$ cat src/rtl/oam_dma_arbiter_pkg.sv
// oam_dma_arbiter_pkg: shared bus widths, register addresses and FSM encoding for the OAM DMA arbiter.
package oam_dma_arbiter_pkg;
    localparam int ADDR_WIDTH = 16;
    localparam int REG_WIDTH = 8;
    localparam logic [15:0] DMA_REG_ADDR = 16'h4014;
    localparam logic [15:0] OAM_DATA_ADDR = 16'h2004;
    typedef enum logic [2:0] {
        DMA_ST_IDLE  = 3'd0,
        DMA_ST_HALT  = 3'd1,
        DMA_ST_ALIGN = 3'd2,
        DMA_ST_READ  = 3'd3,
        DMA_ST_WRITE = 3'd4
    } dma_state_e;
endpackage

$ cat src/rtl/oam_dma_arbiter.sv
// oam_dma_arbiter: CPU bus pass-through with a CPU-stalling sprite DMA into OAM.
// Define DMA_PARITY_ALIGN_EN to add the odd-cycle ALIGN stall before the first read.
module oam_dma_arbiter #(
    parameter int ADDR_WIDTH = oam_dma_arbiter_pkg::ADDR_WIDTH,
    parameter int REG_WIDTH = oam_dma_arbiter_pkg::REG_WIDTH,
    parameter logic [ADDR_WIDTH-1:0] DMA_REG_ADDR = ADDR_WIDTH'(oam_dma_arbiter_pkg::DMA_REG_ADDR),
    parameter logic [ADDR_WIDTH-1:0] OAM_DATA_ADDR = ADDR_WIDTH'(oam_dma_arbiter_pkg::OAM_DATA_ADDR),
    parameter int XFER_LEN = 256
) (
    input  logic                  phi1,
    input  logic                  reset_n,
    input  logic [ADDR_WIDTH-1:0] cpu_addr,
    input  logic [REG_WIDTH-1:0]  cpu_data_out,
    input  logic                  cpu_we,
    input  logic [REG_WIDTH-1:0]  bus_data_in,
    output logic [ADDR_WIDTH-1:0] bus_addr,
    output logic [REG_WIDTH-1:0]  bus_data_out,
    output logic                  bus_we,
    output logic                  cpu_rdy,
    output logic                  dma_active
);
    import oam_dma_arbiter_pkg::*;

    localparam int IDX_W = (XFER_LEN > 1) ? $clog2(XFER_LEN) : 1;
    localparam logic [IDX_W-1:0] IDX_LAST = IDX_W'(XFER_LEN - 1);

    dma_state_e           state_q, state_d;
    logic [7:0]           page_q, page_d;
    logic [IDX_W-1:0]     idx_q, idx_d;
    logic [REG_WIDTH-1:0] latch_q, latch_d;
    logic                 halt_align;

`ifdef DMA_PARITY_ALIGN_EN
    logic parity_q;

    always_ff @(posedge phi1 or negedge reset_n) begin
        if (!reset_n) parity_q <= 1'b0;
        else          parity_q <= !parity_q;
    end

    // Parity has flipped once since the trigger edge, so an odd trigger shows as even in HALT.
    assign halt_align = !parity_q;
`else
    assign halt_align = 1'b0;
`endif

    always_ff @(posedge phi1 or negedge reset_n) begin
        if (!reset_n) begin
            state_q <= DMA_ST_IDLE;
            page_q  <= '0;
            idx_q   <= '0;
            latch_q <= '0;
        end else begin
            state_q <= state_d;
            page_q  <= page_d;
            idx_q   <= idx_d;
            latch_q <= latch_d;
        end
    end

    always_comb begin
        state_d = state_q;
        page_d  = page_q;
        idx_d   = idx_q;
        latch_d = latch_q;
        case (state_q)
            DMA_ST_IDLE: begin
                if (cpu_we && cpu_addr == DMA_REG_ADDR) begin
                    page_d  = 8'(cpu_data_out);
                    idx_d   = '0;
                    state_d = DMA_ST_HALT;
                end
            end
            DMA_ST_HALT:  state_d = halt_align ? DMA_ST_ALIGN : DMA_ST_READ;
            DMA_ST_ALIGN: state_d = DMA_ST_READ;
            DMA_ST_READ: begin
                latch_d = bus_data_in;
                state_d = DMA_ST_WRITE;
            end
            DMA_ST_WRITE: begin
                idx_d   = idx_q + 1'b1;
                state_d = (idx_q == IDX_LAST) ? DMA_ST_IDLE : DMA_ST_READ;
            end
            default: state_d = DMA_ST_IDLE;
        endcase
    end

    always_comb begin
        bus_addr     = '0;
        bus_data_out = '0;
        bus_we       = 1'b0;
        case (state_q)
            DMA_ST_IDLE: begin
                bus_addr     = cpu_addr;
                bus_data_out = cpu_data_out;
                bus_we       = cpu_we;
            end
            DMA_ST_READ: bus_addr = ADDR_WIDTH'({page_q, 8'(idx_q)});
            DMA_ST_WRITE: begin
                bus_addr     = OAM_DATA_ADDR;
                bus_data_out = latch_q;
                bus_we       = 1'b1;
            end
            default: ;
        endcase
    end

    assign cpu_rdy    = (state_q == DMA_ST_IDLE);
    assign dma_active = !cpu_rdy;
endmodule

$ cat config.mk
export PLATFORM = sky130hd
export DESIGN_NAME = oam_dma_arbiter
export DESIGN_NICKNAME = d
export VERILOG_FILES = /design/src/rtl/oam_dma_arbiter_pkg.sv /design/src/rtl/oam_dma_arbiter.sv
export SDC_FILE = /design/constraint.sdc
export NUM_CORES = 1
export LEC_CHECK = 0
export CORE_MARGIN = 4
export CORE_UTILIZATION = 42
export DETAILED_ROUTE_END_ITERATION = 10
export PLACE_DENSITY = 0.79
export SKIP_LAST_GASP = 1
export SLEW_MARGIN = 20
export SYNTH_ARGS = -nofsm -noshare
export SYNTH_HDL_FRONTEND = slang
export SYNTH_SLANG_ARGS = --single-unit
$ cat constraint.sdc
create_clock -name phi1 -period 4.5 [get_ports phi1]
set_input_delay 1.125 -clock phi1 [delete_from_list [all_inputs] [get_ports phi1]]
set_output_delay 1.125 -clock phi1 [all_outputs]
set_load 0.02 [all_outputs]
==> out/qor.yml <==
run_status:
  status: "complete, no violations"
floorplan:
  io_pins: 62
  fp.dieW_um: 68.1
  start_util_pct: 44.4
  core_region_area_um2: 3420
  row_count: 21
  die_area_um2: 4640
  fp.dieH_um: 68.1
sta:
  hold_ws_ns: 0.512
  slew_viol_final: 0
  slew_headroom_pct: 41.0
  grt_setup_unrepaired: "no"
  clock.fmax_mhz: 264
  hold_viol_final: 0
  setup_viol: 0
  setup_ws_ns: 0.716
  finalSetupTns_ns: 0
  skew_ns: 0.00504
  period_share_pct: 84.1
  layout_min_cycle_time_ns: 3.78
  worst_slew_pin_slew_ns: 0.885
global_route:
  grtUsageMet2_pct: 34.5
  grt_max_degree: 28
  grt_overflow_total: 0
  gr-max-usage-layer: "met2"
  grt_first_pass_wirelength_mm: 7.03
  grt_pass1_vias: 1481
  use_met3_pct: 4.27
  met1_usage_pct: 25.9
  antenna_found_initial: 0
  track_usage_pct: 20.2
worst_setup_path:
  cp.required_ns: 3.38
  crit_fanout: 23
  critPathCaptureType: "output pin"
  worstPathArrival_ns: 2.66
  worstSetupPathType: "register to output pin"
  start_kind: "register"
power:
  powerDensity_nw_per_um2: 524
  leakagePower_nw: 0.896
  total_power_mw: 1.15
  max-vdd-ir-drop_mv: 0.283
final_layout:
  syn_to_final_growth_pct: 44.4
  fin_util_pct: 64.2
  finalNetCount: 240
  fin_cells: 249
  drive_above_1_share_pct: 4.93
  design_area_um2: 2190
  num_antenna_cells: 0
yosys:
  syn_area_um2: 1520
  synthCells: 145
  synth_edf_count: 0
  ys_seq_elements: 27
  yosys_warnings: 0
  synth_nets: 181
  avgSynthCellArea_um2: 10.5
  ys_types: 39
  synth_flop_cell: "dfrtp_1"
  async_flop_share_pct: 100
  seq_area_frac_synth_pct: 44.5
detailed_routing:
  drc: 0
  firstDrtPassIters: 4
  wirelength_mm: 4.37
  routedWlPerCell_um: 17.5
  vias: 1383
  antenna_left: 0
  drt_iter0_drc: 88
  viasPerCell: 5.55
placed_design:
  port_buffers: 61
  pre_cts_slack_ns: 0.960
  hpwl_mm: 3.35
  dp_cells: 245
  gp_congestion: 0.831
  placed_area_um2: 2160
cts:
  clock-root-buffer: "clkbuf_4"
  cts_resized: 0
  insertion_delay_ns: 0.32
  holdBufCountCts: 0
  htreeDepth: 1
  clockBufferDepth: 2
  cts_setup_buffers: 0
  cts_tree: "built"
  cts_buffers: 3
  cts_sinks: 27
  cts.clk_slew.worst_paths_ns: 0.15
worst_hold_path:
  hold_class: "register to register"
run:
  max_cap_viol_count: 0
-- critical path, cell delays in order, from the launching register on --
cell and delay [ns]:
dfrtp_1 0.52, nor2b_1 0.20, and2_1 0.73, a22o_1 0.25, clkdlybuf4s50_1 0.63
-- cell families after synthesis --
kind of cell / count (synthesis) / synth area share (%)
flip-flops: 27 / 44.5
XOR/XNOR: 2 / 1.15
AND/OR/NAND/NOR: 46 / 17.1
AO/OA/AOI/OAI: 40 / 20.4
multiplexers: 16 / 11.9
buffers and inverters: 13 / 4.04
adder cells (fa/ha/maj): 1 / 0.824
-- cell usage after synthesis (all sizes together) (2+ instances only) --
cell type	instances	share of area, %
nand3	6	2.0
o21ai	7	2.3
nand2	14	3.5
inv	2	0.49
buf	6	2.3
nor2b	6	2.5
o31a	2	1.2
dfrtp	27	45
mux2	16	12
nand4	2	0.82
clkbuf	5	1.2
o211ai	2	0.99
a22o	22	13
or3	3	1.2
nor3	2	0.99
nor2	4	1.5
-- cell type report --
type / instances / area (µm²)
timing repair buffer: 65 / 641
inverter: 2 / 7.51
sequential: 27 / 676
fill: 286 / 1220
tap: 46 / 57.6
clock buffer: 3 / 22.5
clock inverter: 1 / 7.51
multi-input combinational: 105 / 781
-- layout by cell type, fill, tap and decap left out, types with 2 or more instances in the layout --
| cell type | synthesis | layout |
|---|---|---|
| clkdlybuf4s50_1 | 0 | 61 |
| dfrtp_1 | 27 | 27 |
| a22o_1 | 22 | 22 |
| mux2_1 | 16 | 16 |
| nand2_1 | 14 | 14 |
| nor2b_1 | 6 | 6 |
| nand3_1 | 6 | 6 |
| o21ai_0 | 5 | 5 |
| buf_4 | 2 | 4 |
| nor2_1 | 3 | 3 |
| or3_1 | 3 | 3 |
| clkbuf_4 | 0 | 3 |
| inv_1 | 2 | 2 |
| o211ai_1 | 2 | 2 |
| nand4_1 | 2 | 2 |
| o31a_1 | 2 | 2 |
| o21ai_1 | 2 | 2 |
-- state kept, by name, summed over array words and instances, names as in the netlist --
signal	cells
latch_q	8
state_q	3
idx_q	8
page_q	8
-- layer usage --
metal  part of all wire (%)  vias up
met4                   0.71        0
li1                       -      658
met1                     43      680
met2                     51       41
met5                      0        -
met3                    6.0        4
-- report_power, final --
| part | internal, mW | switching, mW | total (mW) |
|---|---|---|---|
| clock | 0.0339 | 0.0744 | 0.108 |
| combinational | 0.334 | 0.334 | 0.669 |
| sequential | 0.303 | 0.0684 | 0.371 |
-- final timing paths --
check / startpoint / depth (start not counted) / slack, ns / endpoint
min in group asynchronous: reset_n / 2 / 1.16 / latch_q[5]$_DFFE_PN0N_
setup / recovery: state_q[0]$_DFFE_PN0P_ / 4 / 0.72 / bus_addr[4]
max in group asynchronous: reset_n / 2 / 3.07 / idx_q[1]$_DFFE_PN0P_
hold reg to reg: latch_q[5]$_DFFE_PN0N_ / 1 / 0.51 / latch_q[5]$_DFFE_PN0N_
setup reg to reg: state_q[0]$_DFFE_PN0P_ / 4 / 2.36 / latch_q[4]$_DFFE_PN0N_
hold / removal: latch_q[5]$_DFFE_PN0N_ / 1 / 0.51 / latch_q[5]$_DFFE_PN0N_
(Power assumes the default switching activity.)
